## config.mk

```make
export PLATFORM = sky130hd
export DESIGN_NAME = pygmy_uart_gpio_system
export DESIGN_NICKNAME = d
export VERILOG_FILES = /design/src/rtl/pygmy_uart_gpio_system.sv
export SDC_FILE = /design/constraint.sdc
export NUM_CORES = 1
export LEC_CHECK = 0
export ABC_AREA = 1
export CAP_MARGIN = 20
export CORE_ASPECT_RATIO = 0.6
export CORE_UTILIZATION = 40
export DETAILED_ROUTE_END_ITERATION = 6
export GPL_ROUTABILITY_DRIVEN = 0
export GPL_TIMING_DRIVEN = 0
export HOLD_SLACK_MARGIN = 0.08
export MAX_ROUTING_LAYER = met4
export PLACE_DENSITY = 0.67
export SYNTH_ARGS = -nofsm -noshare
export SYNTH_HDL_FRONTEND = slang
export SYNTH_SLANG_ARGS = --single-unit
```

## constraint.sdc

```tcl
create_clock -name i_CLK -period 1.25 [get_ports i_CLK]
set_input_delay 0.375 -clock i_CLK [delete_from_list [all_inputs] [get_ports i_CLK]]
set_output_delay 0.375 -clock i_CLK [all_outputs]
set_load 0.02 [all_outputs]
```

## src/rtl/pygmy_uart_gpio_system.sv

```systemverilog
// UART-to-GPIO bridge: each valid 8N1 byte received on i_UART_TXD is latched onto o_GPIO_7..0.
// Optional echo transmitter on o_UART_RXD is enabled by defining UART_ECHO_EN.
module pygmy_uart_gpio_system #(
  parameter int unsigned CLKS_PER_BIT = 1250
) (
  input  logic i_CLK,
  input  logic i_RST,
  input  logic i_UART_TXD,
  output logic o_UART_RXD,
  output logic o_GPIO_0,
  output logic o_GPIO_1,
  output logic o_GPIO_2,
  output logic o_GPIO_3,
  output logic o_GPIO_4,
  output logic o_GPIO_5,
  output logic o_GPIO_6,
  output logic o_GPIO_7
);

  localparam logic [15:0] BIT_M1  = 16'(CLKS_PER_BIT - 32'd1);
  localparam logic [15:0] HALF_M1 = 16'((CLKS_PER_BIT / 32'd2) - 32'd1);

  typedef enum logic [2:0] {
    RX_IDLE      = 3'd0,
    RX_START     = 3'd1,
    RX_DATA      = 3'd2,
    RX_STOP      = 3'd3,
    RX_WAIT_IDLE = 3'd4
  } rx_state_t;

  logic [1:0]  rst_sync_r;
  logic        rst_n_s;
  logic        rx_meta_r;
  logic        rx_sync_r;
  logic        rx_prev_r;
  rx_state_t   rx_state_r, rx_state_nxt_s;
  logic [15:0] rx_cnt_r, rx_cnt_nxt_s;
  logic [2:0]  rx_bit_r, rx_bit_nxt_s;
  logic [7:0]  rx_shift_r, rx_shift_nxt_s;
  logic        byte_valid_r, byte_valid_nxt_s;
  logic [7:0]  gpio_r;

  // Reset synchronizer: asserts asynchronously, releases two clocks after i_RST rises.
  always_ff @(posedge i_CLK or negedge i_RST) begin
    if (!i_RST) begin
      rst_sync_r <= 2'b00;
    end else begin
      rst_sync_r <= {rst_sync_r[0], 1'b1};
    end
  end

  assign rst_n_s = rst_sync_r[1];

  // Two-stage synchronizer for the asynchronous serial input, plus one delayed copy for edge detect.
  always_ff @(posedge i_CLK or negedge rst_n_s) begin
    if (!rst_n_s) begin
      rx_meta_r <= 1'b1;
      rx_sync_r <= 1'b1;
      rx_prev_r <= 1'b1;
    end else begin
      rx_meta_r <= i_UART_TXD;
      rx_sync_r <= rx_meta_r;
      rx_prev_r <= rx_sync_r;
    end
  end

  // Receiver state and datapath registers.
  always_ff @(posedge i_CLK or negedge rst_n_s) begin
    if (!rst_n_s) begin
      rx_state_r   <= RX_IDLE;
      rx_cnt_r     <= 16'd0;
      rx_bit_r     <= 3'd0;
      rx_shift_r   <= 8'd0;
      byte_valid_r <= 1'b0;
    end else begin
      rx_state_r   <= rx_state_nxt_s;
      rx_cnt_r     <= rx_cnt_nxt_s;
      rx_bit_r     <= rx_bit_nxt_s;
      rx_shift_r   <= rx_shift_nxt_s;
      byte_valid_r <= byte_valid_nxt_s;
    end
  end

  // Receiver next-state logic; the start bit is re-checked at mid-bit to reject glitches.
  always_comb begin
    rx_state_nxt_s   = rx_state_r;
    rx_cnt_nxt_s     = rx_cnt_r + 16'd1;
    rx_bit_nxt_s     = rx_bit_r;
    rx_shift_nxt_s   = rx_shift_r;
    byte_valid_nxt_s = 1'b0;
    case (rx_state_r)
      RX_IDLE: begin
        rx_cnt_nxt_s = 16'd0;
        if (rx_prev_r && !rx_sync_r) begin
          rx_state_nxt_s = RX_START;
        end else begin
          rx_state_nxt_s = RX_IDLE;
        end
      end
      RX_START: begin
        if (rx_cnt_r == HALF_M1) begin
          rx_cnt_nxt_s = 16'd0;
          if (!rx_sync_r) begin
            rx_state_nxt_s = RX_DATA;
            rx_bit_nxt_s   = 3'd0;
          end else begin
            rx_state_nxt_s = RX_IDLE;
          end
        end else begin
          rx_state_nxt_s = RX_START;
        end
      end
      RX_DATA: begin
        if (rx_cnt_r == BIT_M1) begin
          rx_cnt_nxt_s   = 16'd0;
          rx_shift_nxt_s = {rx_sync_r, rx_shift_r[7:1]};
          if (rx_bit_r == 3'd7) begin
            rx_state_nxt_s = RX_STOP;
          end else begin
            rx_bit_nxt_s = rx_bit_r + 3'd1;
          end
        end else begin
          rx_state_nxt_s = RX_DATA;
        end
      end
      RX_STOP: begin
        if (rx_cnt_r == BIT_M1) begin
          rx_cnt_nxt_s = 16'd0;
          if (rx_sync_r) begin
            byte_valid_nxt_s = 1'b1;
            rx_state_nxt_s   = RX_IDLE;
          end else begin
            rx_state_nxt_s = RX_WAIT_IDLE;
          end
        end else begin
          rx_state_nxt_s = RX_STOP;
        end
      end
      RX_WAIT_IDLE: begin
        rx_cnt_nxt_s = 16'd0;
        if (rx_sync_r) begin
          rx_state_nxt_s = RX_IDLE;
        end else begin
          rx_state_nxt_s = RX_WAIT_IDLE;
        end
      end
      default: begin
        rx_state_nxt_s = RX_IDLE;
        rx_cnt_nxt_s   = 16'd0;
      end
    endcase
  end

  // GPIO register, written only by a completed, correctly framed byte.
  always_ff @(posedge i_CLK or negedge rst_n_s) begin
    if (!rst_n_s) begin
      gpio_r <= 8'd0;
    end else if (byte_valid_r) begin
      gpio_r <= rx_shift_r;
    end
  end

  assign o_GPIO_0 = gpio_r[0];
  assign o_GPIO_1 = gpio_r[1];
  assign o_GPIO_2 = gpio_r[2];
  assign o_GPIO_3 = gpio_r[3];
  assign o_GPIO_4 = gpio_r[4];
  assign o_GPIO_5 = gpio_r[5];
  assign o_GPIO_6 = gpio_r[6];
  assign o_GPIO_7 = gpio_r[7];

`ifdef UART_ECHO_EN
  typedef enum logic [1:0] {
    TX_IDLE  = 2'd0,
    TX_START = 2'd1,
    TX_DATA  = 2'd2,
    TX_STOP  = 2'd3
  } tx_state_t;

  tx_state_t   tx_state_r, tx_state_nxt_s;
  logic [15:0] tx_cnt_r, tx_cnt_nxt_s;
  logic [2:0]  tx_bit_r, tx_bit_nxt_s;
  logic [7:0]  tx_hold_r, tx_hold_nxt_s;
  logic        tx_out_r, tx_out_nxt_s;
  logic        echo_req_r;

  // Echo request follows the GPIO load by one cycle so the start bit trails the GPIO update.
  always_ff @(posedge i_CLK or negedge rst_n_s) begin
    if (!rst_n_s) begin
      echo_req_r <= 1'b0;
    end else begin
      echo_req_r <= byte_valid_r;
    end
  end

  // Transmitter state and datapath registers.
  always_ff @(posedge i_CLK or negedge rst_n_s) begin
    if (!rst_n_s) begin
      tx_state_r <= TX_IDLE;
      tx_cnt_r   <= 16'd0;
      tx_bit_r   <= 3'd0;
      tx_hold_r  <= 8'd0;
      tx_out_r   <= 1'b1;
    end else begin
      tx_state_r <= tx_state_nxt_s;
      tx_cnt_r   <= tx_cnt_nxt_s;
      tx_bit_r   <= tx_bit_nxt_s;
      tx_hold_r  <= tx_hold_nxt_s;
      tx_out_r   <= tx_out_nxt_s;
    end
  end

  // Transmitter next-state logic; a request arriving while busy is simply not accepted.
  always_comb begin
    tx_state_nxt_s = tx_state_r;
    tx_cnt_nxt_s   = tx_cnt_r + 16'd1;
    tx_bit_nxt_s   = tx_bit_r;
    tx_hold_nxt_s  = tx_hold_r;
    tx_out_nxt_s   = tx_out_r;
    case (tx_state_r)
      TX_IDLE: begin
        tx_cnt_nxt_s = 16'd0;
        if (echo_req_r) begin
          tx_state_nxt_s = TX_START;
          tx_hold_nxt_s  = gpio_r;
          tx_out_nxt_s   = 1'b0;
        end else begin
          tx_out_nxt_s = 1'b1;
        end
      end
      TX_START: begin
        if (tx_cnt_r == BIT_M1) begin
          tx_state_nxt_s = TX_DATA;
          tx_cnt_nxt_s   = 16'd0;
          tx_bit_nxt_s   = 3'd0;
          tx_out_nxt_s   = tx_hold_r[0];
        end else begin
          tx_state_nxt_s = TX_START;
        end
      end
      TX_DATA: begin
        if (tx_cnt_r == BIT_M1) begin
          tx_cnt_nxt_s = 16'd0;
          if (tx_bit_r == 3'd7) begin
            tx_state_nxt_s = TX_STOP;
            tx_out_nxt_s   = 1'b1;
          end else begin
            tx_bit_nxt_s  = tx_bit_r + 3'd1;
            tx_hold_nxt_s = {1'b0, tx_hold_r[7:1]};
            tx_out_nxt_s  = tx_hold_r[1];
          end
        end else begin
          tx_state_nxt_s = TX_DATA;
        end
      end
      TX_STOP: begin
        if (tx_cnt_r == BIT_M1) begin
          tx_state_nxt_s = TX_IDLE;
          tx_cnt_nxt_s   = 16'd0;
          tx_out_nxt_s   = 1'b1;
        end else begin
          tx_state_nxt_s = TX_STOP;
        end
      end
      default: begin
        tx_state_nxt_s = TX_IDLE;
        tx_cnt_nxt_s   = 16'd0;
        tx_out_nxt_s   = 1'b1;
      end
    endcase
  end

  assign o_UART_RXD = tx_out_r;
`else
  assign o_UART_RXD = 1'b1;
`endif

endmodule

```

Word level (Yosys, flattened, before mapping):

Cells that the tools add are included.

* bits in registers: 44
* bits in latches: 0
* memory bits (writable): 0
* memory bits (read-only): 0
* output and inout port bits: 9
* memories kept: 0

* add/sub/neg operators: 2
* multipliers: 0
* divide/modulo/power cells: 0
* $lt $le $gt $ge: 0
* equality and inequality tests: 12
* shift operators: 0
* muxes and demuxes: 19
* bitwise operators: 0
* reduce and logical (&&, ||, !) cells: 7

Operators by type and width (number)
* $mux W16: 2
* $pmux W16 S2: 1
* $mux W3: 9
* $add A16 B1 Y16 const B: 1
* $eq A16 B10 Y1 const B: 1
* $eq A16 B11 Y1 const B: 1
* $pmux W3 S5: 1
* $ne A2 B2 Y1 const B: 4
* $eq A3 B2 Y1 const B: 2
* $eq A3 B3 Y1 const B: 2
* $pmux W3 S2: 1
* $reduce_and A5 Y1: 1
* $mux W1: 4
* $add A3 B1 Y3 const B: 1
* $eq A3 B1 Y1 const B: 1
* $logic_not A3 Y1: 1
* $ne A3 B3 Y1 const B: 1
* $mux W2: 1
* $reduce_and A2 Y1: 1
* $reduce_bool A2 Y1: 1
* $reduce_or A2 Y1: 1
* $logic_and A1 B1 Y1: 1
* $logic_not A1 Y1: 1

Logic depth before layout (Yosys ltp):

* word-level depth: 4
* depth in mapped cells: 12
* mapped depth without buffers: 11

Worst setup path after synthesis:

No wires, ideal clock.

* path kind: register -> register
* from: register rx_cnt_r[0]
* to: register rx_cnt_r[2]
* library setup time: 0.124 ns
* arrival: 1.334 ns
* data required time: 1.126 ns
* path slack: -0.209 ns
* cell stages (with the launch flop): 12
* buffers on the path: 1
* clock period less this slack: 1.459 ns
* path through: dfrtp_1 ha_1 nand2_1 inv_1 nand2_2 nor2_4 nand2_2 nand2_2 nand2_4 clkinv_4 buf_12 nor2_4

* longest elaborated chain between the ends: 3

Ends and longest elaborated chain
* start, declared: RTL line 37 `logic [15:0] rx_cnt_r, rx_cnt_nxt_s;`
* start signal, assigned: RTL line 77 `rx_cnt_r <= rx_cnt_nxt_s;`
* $add A16 B1 Y16 (tied with other cells): RTL line 87 `rx_cnt_nxt_s = rx_cnt_r + 16'd1;`
* $mux W16 (on tied branches): RTL line 114, 127, 101
* $pmux W16 S2 *: RTL line 91 `case (rx_state_r)`
* via rx_cnt_nxt_s[2]: RTL line 37

Mark *: on every way through the listed nets, which the timed path passes. The rest lies on a longest branch.
A chain may end at the register's enable or synchronous reset.

Worst setup path in the final report:

* from: register rx_cnt_r[12]
* to: register rx_cnt_r[4]

* longest elaborated chain between the ends: 3

Ends and longest elaborated chain (RTL line)
* $eq A16 B11 Y1 / $eq A16 B10 Y1 (equally long branches): 114, 127, 101
* $mux W16 (on tied branches): 114, 127, 101
* $pmux W16 S2 *: 91
* via rx_cnt_nxt_s[4]: 37

Marked as above.

==> results.json <==
{
  "status": "finished, violations left",
  "failed_checks": "setup timing",
  "crit_path_start_kind": "register",
  "portBuffers": 10,
  "maxSlewHeadroom": 0.6337,
  "antenna_left": 0,
  "synth_top_family_by_area": "simple AND/OR/NAND/NOR gates",
  "hold_viol": 0,
  "grt_max_degree": 43,
  "cp.required_ns": 1.44,
  "fin_crit_ns": 1.492,
  "regToRegSetupSlack_ns": -0.24,
  "drive_above_1_share": 0.4516,
  "initial_utilization": 0.4297,
  "cts_buffers": 5,
  "wl_um": 4530,
  "synth-edff-count": 0,
  "synth-seq-cells": 44,
  "multiInputGateArea_um2": 1160,
  "drt-wirelength-per-cell_um": 13.13,
  "min_path_type": "in -> async",
  "crit_type": "reg -> reg",
  "grt.total_usage": 0.1718,
  "drt-initial-drc-count": 66,
  "rows": 20,
  "htreeDepth": 2,
  "synthToLayoutAreaGrowth_pct": 30.46,
  "cts-root-buf": "clkbuf_8",
  "power.density_nw_per_um2": 1243,
  "avgViaCountPerCell": 4.893,
  "instances_no_fill": 345,
  "clk_path_buf_depth": 2,
  "synth_area_um2": 2247,
  "synth_xor_area_frac": 0.03898,
  "ys.flop_type": "dfrtp_1",
  "yosysWarnings": 0,
  "synth_compound_area_frac": 0.05178,
  "synth_simple_gate_area_frac": 0.3035,
  "n_fill_cell": 464,
  "crit_arrival_ns": 1.69,
  "core_um2": 5230,
  "post-route-period-util": 1.194,
  "rsz0062_at_grt": "true",
  "skew_ns": 0.01149,
  "vdd_drop_max_uv": 674.2,
  "antenna_cells": 0,
  "setup_tns_ns": -6.012,
  "cp_max_fo": 5,
  "synthAdderAreaFrac": 0.02784,
  "fp.dieArea_um2": 5932,
  "finalPower_mw": 3.643,
  "setup_viol_count_final": 30,
  "clock.fmax_mhz": 670.2,
  "die_w_um": 98.77,
  "grt_pass1_vias": 1495,
  "maxCapViolations": 0,
  "dieHeight_um": 60.06,
  "via_count": 1688,
  "grt_remaining_overflow": 0,
  "dr.pass1.iters": 4,
  "clk_latency_ns": 0.31,
  "maxSlewViolCount": 0,
  "grt_pass1_wl_um": 7320,
  "synth_seq_area_share": 0.4916,
  "dp_cells": 314,
  "antenna_found_initial": 0,
  "nets": 286,
  "synth.avg_cell_area_um2": 9.482,
  "regArea_um2": 1119,
  "pin_count": 12,
  "path_clk_slew_ns": 0.09,
  "synth_cell_types": 35,
  "worst_pin_slew_ns": 0.5494,
  "finalWorstSetupSlack_ns": -0.2421,
  "async_flop_share": 1.000,
  "syn_inst": 237,
  "power.leakage_nw": 1.320,
  "dp_hpwl_um": 2815,
  "synth_mux_area_frac": 0.02004,
  "hold_buffers": 0,
  "drc": 0,
  "cts_tree": "built",
  "clock_sinks": 44,
  "worst_setup_path_end_kind": "register"
}
-- cell type report --
cell class                 count  share of cell area
buffer                         3             0.01323
clock buffer                   5             0.02347
clock inverter                 3             0.01579
inverter                      26             0.03756
multi-input combinational    165              0.3956
sequential                    44              0.3816
tap                           66             0.02817
timing repair buffer          33              0.1046
-- what timing repair did --
item                                    in CTS  in global routing
pin swaps                                    7                  6
gates resized for setup                     53                 49
gates cloned                                 3                  0
buffers inserted                            11                 10
endpoints found under the setup margin      41                 39
-- worst paths after layout --
| kind | startpoint | endpoint | depth (start not counted) |
|---|---|---|---|
| setup / recovery | rx_cnt_r[12] | rx_cnt_r[4] | 9 |
| hold / removal | i_RST | rst_sync_r[1] | 1 |
| setup reg to reg | rx_cnt_r[12] | rx_cnt_r[4] | 9 |
| hold reg to reg | rst_sync_r[1] | rx_state_r[0] | 0 |
| max in group asynchronous | rst_sync_r[1] | rx_cnt_r[3] | 0 |
| min in group i_CLK | rst_sync_r[0] | rst_sync_r[1] | 0 |
-- placed cells by master (no fill, tap or decap), types with 4 or more instances in the layout --
cell type / n
nand2_2: 12
buf_4: 17
nand3_1: 9
nand4_1: 4
buf_6: 12
nor2_1: 22
nor2_4: 15
a21oi_1: 4
clkbuf_8: 5
dfrtp_2: 8
dfrtp_1: 32
inv_1: 18
o21ai_2: 4
inv_2: 6
xor2_1: 6
mux2_2: 4
nand2_1: 37
a21oi_2: 5
nor2_2: 8
-- sequential cells by signal, summed over array words and instances, names as in the netlist --
signal / cells
rx_prev_r: 1
rx_cnt_r: 16
rst_sync_r: 2
rx_sync_r: 1
rx_shift_r: 8
byte_valid_r: 1
rx_state_r: 3
rx_bit_r: 3
gpio_r: 8
rx_meta_r: 1
-- Yosys cell counts (2+ instances only) --
cell / number / area share
o21ai_0: 3 / 0.0067
nor3_1: 3 / 0.0067
a21oi_2: 3 / 0.012
o21ai_1: 6 / 0.013
nand4_1: 4 / 0.011
nor2_2: 6 / 0.017
nand3_1: 12 / 0.027
xnor2_1: 2 / 0.0078
nand2_2: 6 / 0.017
ha_1: 5 / 0.028
inv_1: 23 / 0.038
a21oi_1: 6 / 0.013
nor3_2: 3 / 0.013
xor2_1: 8 / 0.031
nand2_1: 43 / 0.072
dfrtp_1: 41 / 0.46
nand2_4: 3 / 0.015
nor2_1: 28 / 0.047
mux2_2: 4 / 0.020
nor2_4: 11 / 0.055
dfstp_2: 3 / 0.035
-- worst max-delay path, stage by stage, from the launching register on --
cell and delay (ns):
dfrtp_2 0.45, nor2_4 0.15, nand2_4 0.09, nor2_8 0.17, nand2_2 0.10, nand2_2 0.09
nand2_4 0.07, clkinv_8 0.07, buf_12 0.13, nor2_4 0.03
-- through the flow --
stage                     utilization  hold slack, ns  setup slack (ns)  instance area (um2)
final                          0.5605          0.2161           -0.2421                 2932
after global routing           0.5605          0.2003           -0.3331                 2932
after CTS                      0.5177          0.2092           -0.2459                 2708
after detailed placement       0.4656          0.3427           -0.3677                 2435
after global placement         0.4656          0.3335           -0.3552                 2435
after floorplan                     -         0.07941           -0.2085                 2252
-- cell families (layout without fill, tap and decap cells) --
group / after synthesis / in the layout
adder cells (fa/ha/maj): 5 / 5
multiplexers: 4 / 4
XOR/XNOR: 10 / 10
AND/OR/NAND/NOR: 123 / 124
buffers and inverters: 30 / 70
other: 1 / 2
AO/OA/AOI/OAI: 20 / 20
flip-flops: 44 / 44
-- metal layers --
layer	track usage	vias up	wire (um)
li1	-	834	-
met1	0.2668	802	2367
met2	0.2098	46	1837
met3	0.04327	6	284
met4	0.05117	0	40
met5	-	-	0
-- power by group --
group	switching [mW]	leakage, nW	internal, mW
logic	0.403	0.689	0.400
registers	0.170	0.576	1.53
clock network	0.538	0.0548	0.603
total	1.11	1.32	2.53
(Power assumes the default switching activity.)
==> RTL edit 1: new RTL, same flow settings <==
Put a register stage on the output `o_GPIO_4`, cleared by the reset. The value now appears one clock later. The other outputs are not delayed to match.
--- a/src/rtl/pygmy_uart_gpio_system.sv
+++ b/src/rtl/pygmy_uart_gpio_system.sv
@@ -164,7 +164,13 @@
   assign o_GPIO_1 = gpio_r[1];
   assign o_GPIO_2 = gpio_r[2];
   assign o_GPIO_3 = gpio_r[3];
-  assign o_GPIO_4 = gpio_r[4];
+  always_ff @(posedge i_CLK or negedge i_RST) begin
+    if (!i_RST) begin
+      o_GPIO_4 <= '0;
+    end else begin
+      o_GPIO_4 <= gpio_r[4];
+    end
+  end
   assign o_GPIO_5 = gpio_r[5];
   assign o_GPIO_6 = gpio_r[6];
   assign o_GPIO_7 = gpio_r[7];
Check against the original RTL: same outputs for any inputs over 10 cycles, from zero or initial values and one cycle with i_RST low; that may be too few to reach the edited logic, so the function may still have changed.
==> RTL edit 1 against the original RTL <==
Total power shrank 2.6%. Routed wire length down 4.2%. Highest routed layer unchanged. Final area decreased by 3.3%. Area after synthesis grew 1.1%. Sequential cell count rose by 1. The run still ends with negative setup slack left. Largest cell class is now sequential cells. Worst setup slack better by 0.0082 ns. Critical endpoint is now rx_cnt_r[12]$_DFF_PN0_. Final cell count is 2.0% lower. First-iteration DRC count rose by 14%.
==> RTL edit 1: results (changes against the original RTL) <==
Power
  • Static Leak: 1.26 nW (-4.5%)
  • Switching power of the nets: 0.00115 W (+3.4%)
  • Peak VDD IR: 0.000539 V (-20%)
  • Sequential share of power: 49.2% (+2.6 points)
  • Clock net power: 0.000947 W (-17%)

Run status
  • Status: finished with violations
  • Failing checks: negative setup slack

Global routing
  • Gr usage total: 16.6% (-0.57 points)
  • GRT met3 Usage: 4.26% (-0.065 points)
  • GR Util met2: 19.8% (-1.1 points)
  • Number of global-route vias before repair: 1,392 (-6.9%)

Route
  • 1st-iter DRT viols: 75 (+14%)
  • Met3 wire len: 223 um (-21%)
  • Met2 wire length: 1600 um (-13%)
  • DRT met1 WL: 2460 um (+4.0%)

Timing
  • Skew final: 0.0108 ns (-0.000646 ns)
  • # setup viols final: 31 (+3.3%)
  • Final worst slack: -0.234 ns (+0.00818 ns)

Final layout
  • Fin nets: 279 (-2.4%)
  • Layout cells sized above 1: 40.1% (-5.1 points)
  • Fill cells: 473 (+1.9%)

Synth
  • Top cells by area, synth: dfrtp_1, nand2_1, nor2_4
  • Post-synthesis sequential area ratio: 49.7% (+0.56 points)
  • Synth cell count leaders: nand2_1, dfrtp_1, nor2_1, inv_1, nand3_1

Placed design
  • Worst slack at placement: -0.371 ns (-0.00384 ns)
## RTL edit 1: cell types whose count changed in the layout (fill, tap and decap cells not counted), moves of 2 or more
cell and delta:
buf_4 -7, dfrtp_1 +4, dfrtp_2 -3, nand2_1 +3
nand2_2 -3, nor3_2 +3, buf_6 -2, nor2_1 +2
nor2_2 -2, nor3_4 -2
## RTL edit 1: final cells by class
| cell class | instances | area, um2 | area share (%) |
|---|---|---|---|
| Buffer | 3 | 38.8 | 1.37 |
| Clock buffer | 5 | 68.8 | 2.43 |
| Clock inverter | 3 | 25.0 | 0.883 |
| Inverter | 26 | 110 | 3.89 |
| Multi-Input combinational cell | 165 | 1130 | 40.0 |
| Sequential cell | 45 | 1140 | 40.2 |
| Tap cell | 66 | 82.6 | 2.91 |
| Timing Repair Buffer | 25 | 236 | 8.34 |
## RTL edit 1: logic make-up (layout without fill, tap and decap cells)
family                   Yosys count  after routing  synth area share, %
AND/OR/NAND/NOR                  123            124                 30.0
adder cells (fa/ha/maj)            5              5                 2.75
buffers and inverters             30             62                 6.39
AO/OA/AOI/OAI                     20             20                 5.12
flip-flops                        45             45                 49.7
multiplexers                       4              4                 1.98
other                              1              2                0.165
XOR/XNOR                          10             10                 3.85
## RTL edit 1: repair_timing
action                     in CTS  in global routing
setup endpoints to repair      40                 38
pin swaps                       7                 11
gates resized for setup        51                 36
cloned                          3                  0
setup buffers                   9                  4
## RTL edit 1: metrics by stage
step | cells | setup TNS [ns] | area (um2) | hold slack, ns | power (W)
global placement | 315 | -8.12 | 2460 | 0.332 | 0.00227
detailed placement | 315 | -8.65 | 2460 | 0.341 | 0.00229
CTS | 334 | -6.95 | 2680 | 0.225 | 0.00345
floorplan | 239 | -3.46 | 2280 | 0.0794 | 0.00217
finish | 338 | -6.03 | 2830 | 0.222 | 0.00355
global route | 338 | -8.67 | 2830 | 0.227 | 0.00370
## RTL edit 1: final timing paths
| path | startpoint | end |
|---|---|---|
| hold reg to reg | rst_sync_r[1]$_DFF_PN0_ | gpio_r[2]$_DFFE_PN0P_ |
| setup / recovery | rx_cnt_r[12]$_DFF_PN0_ | rx_cnt_r[12]$_DFF_PN0_ |
| min in group i_CLK | rst_sync_r[0]$_DFF_PN0_ | rst_sync_r[1]$_DFF_PN0_ |
| setup reg to reg | rx_cnt_r[12]$_DFF_PN0_ | rx_cnt_r[12]$_DFF_PN0_ |
| hold / removal | i_RST | o_GPIO_4$_DFF_PN0_ |
| max in group asynchronous | rst_sync_r[1]$_DFF_PN0_ | rx_cnt_r[8]$_DFF_PN0_ |
## RTL edit 1: critical path, cell delays in order (launching register included)
cell and delay [ns]:
dfrtp_1 0.43, nor2_2 0.18, nand2_4 0.10, nor2_8 0.17
nand2_2 0.10, nand2_2 0.08, nand2_4 0.07, clkinv_8 0.08
buf_12 0.14, nor2_4 0.03
==> RTL edit 2: new RTL, same flow settings <==
Made on the original files. Add a define of `UART_ECHO_EN`.
--- a/src/rtl/pygmy_uart_gpio_system.sv
+++ b/src/rtl/pygmy_uart_gpio_system.sv
@@ -1,5 +1,7 @@
 // UART-to-GPIO bridge: each valid 8N1 byte received on i_UART_TXD is latched onto o_GPIO_7..0.
 // Optional echo transmitter on o_UART_RXD is enabled by defining UART_ECHO_EN.
+`define UART_ECHO_EN
+
 module pygmy_uart_gpio_system #(
   parameter int unsigned CLKS_PER_BIT = 1250
 ) (
Formal check against the unedited RTL: same outputs for any inputs over 10 cycles, from zero or initial values and one cycle with i_RST low; that may be too few to reach the edited logic, so the function may still have changed.
==> RTL edit 2 against the original RTL <==
The flow still finishes with violations (negative setup slack). Critical path depth fell by 2. Synthesized cell count increased by 99%. Largest cell class unchanged. Fmax is 4.7% lower. Worst hold slack got worse by 0.027 ns. Final area grew 89%. Total power grew 66%. Non-clock buffer count up 32. Area after synthesis rose by 71%. Worst setup slack worse by 0.073 ns. Routed wire length rose by 130%. Sequential cell count increased by 31. Critical path type unchanged. First-iteration DRC count grew to 4.7 times the old value. Core utilization up 3.9 points. Clock power rose by 110%.
==> RTL edit 2: results (changes against the original RTL) <==
Clocking
  • Worst skew pair latency: 0.34 ns (+0.03 ns)
  • Clock transition at path regs: 0.06 ns (-0.03 ns)
  • Inserted Clock Buffers: 9 (+4)
  • Post_cts resized: 135 (+150%)
  • Setup bufs post-CTS: 31 (+20)
  • CTS Root Cell: clkbuf_16

Timing
  • # setup viols final: 62 (+110%)
  • Setup TNS: -13.18 ns (-7.16 ns)
  • Skew final: 0.00668 ns (-0.00481 ns)
  • WHS: 0.189 ns (-0.0267 ns)
  • Slew headroom: 60.7% (-2.7 points)
  • Final worst slack: -0.315 ns (-0.0729 ns)

Critical path
  • FF-to-FF End: tx_cnt_r[10]$_DFF_PN0_
  • R2R Path Start: tx_cnt_r[0]$_DFF_PN0_
  • CP endpoint: tx_cnt_r[10]$_DFF_PN0_
  • Crit Path Max Fanout: 3 (-2)
  • Cells on worst reg2reg path: 7 (-2)
  • Worst path arrival time: 1.79 ns (+0.10 ns)

Power
  • Peak VDD IR: 0.000879 V (+30%)
  • Int Power: 0.00432 W (+71%)
  • Logic pwr share: 15.5% (-6.6 points)
  • Sequential share of power: 44.6% (-2.0 points)
  • P per Cell Area: 1090 nW/um2 (-12%)
  • Static Leak: 2.48 nW (+88%)

Final layout
  • Register area: 1900 um2 (+70%)
  • Fill cells: 752 (+62%)
  • Layout cells sized above 1: 45.0% (-0.15 points)
  • Area occupied by multi-input gates: 2290 um2 (+97%)
  • Signal inverters: 57 (+120%)
  • Fin nets: 558 (+95%)
  • Bufs w/o clock: 68 (+89%)
  • Final non-clock buffer share: 12.5% (+0.72 points)
  • Seq cells: 75 (+70%)
  • Clock-cell share: 5.01% (+1.1 points)
  • Multi-input logic cell count: 335 (+100%)
  • Diode count: 0 (unchanged)

Route
  • Drt total wl: 10,600 um (+130%)
  • 1st-iter DRT viols: 307 (+370%)
  • DR vias: 3,510 (+110%)
  • TritonRoute pass-1 iters: 5 (+1)

Placed design
  • Number of port buffers: 11 (+1)
  • Dpl cells: 613 (+95%)
  • Placed cell area: 4200 um2 (+72%)
  • Worst slack at placement: -0.280 ns (+0.0877 ns)
  • Post-DP HPWL: 5750 um (+100%)

Global routing
  • Number of global-route vias before repair: 3,243 (+120%)
  • Global-route wire length before repair: 15,700 um (+110%)
  • Largest net degree at the start of global routing: 74 (+72%)
  • Gr usage total: 21.0% (+3.8 points)

Run status
  • Status: finished with violations
  • Failing checks: negative setup slack

Synth
  • Top cells by area, synth: dfrtp_1, nand2_1, nor2_1
  • Avg Cell Area, Syn: 8.16 um2 (-14%)
  • Netlist cell types: 38 (+8.6%)

Floorplan
  • N_taps: 130 (+97%)
## RTL edit 2: changes by cell type after synthesis, moves of 5 or more
cell and change:
nor3_1 +9, o21ai_2 +7, dfrtp_1 +30, nor2_2 +9
nand3_1 +23, inv_1 +27, nor2_1 +41, nor2_4 -9
o21ai_0 +14, nand4_1 +5, nand2_1 +69
## RTL edit 2: critical path: stages, from the launching register on
cell     delay [ns]
dfrtp_1        0.42
buf_6          0.13
ha_4           0.14
nand2_4        0.07
nor3_4         0.32
nand2_1        0.15
nor3_1         0.16
nor2_1         0.07
## RTL edit 2: cells by family after synthesis
kind of cell / after synthesis / share of synthesized area (%)
DFF: 75 / 48.8
AOI/OAI and AO/OA: 38 / 5.84
buffers and inverters: 62 / 6.66
xor gates and xnor gates: 13 / 2.95
and+or+nand+nor: 274 / 32.7
adders and majority gates: 9 / 2.92
other: 1 / 0.0973
## RTL edit 2: routing by layer
layer,GRT usage [%],share of wire [%]
met1,29.3,47
met2,29.1,45
met3,5.18,6.5
met4,8.47,1.6
met5,-,0
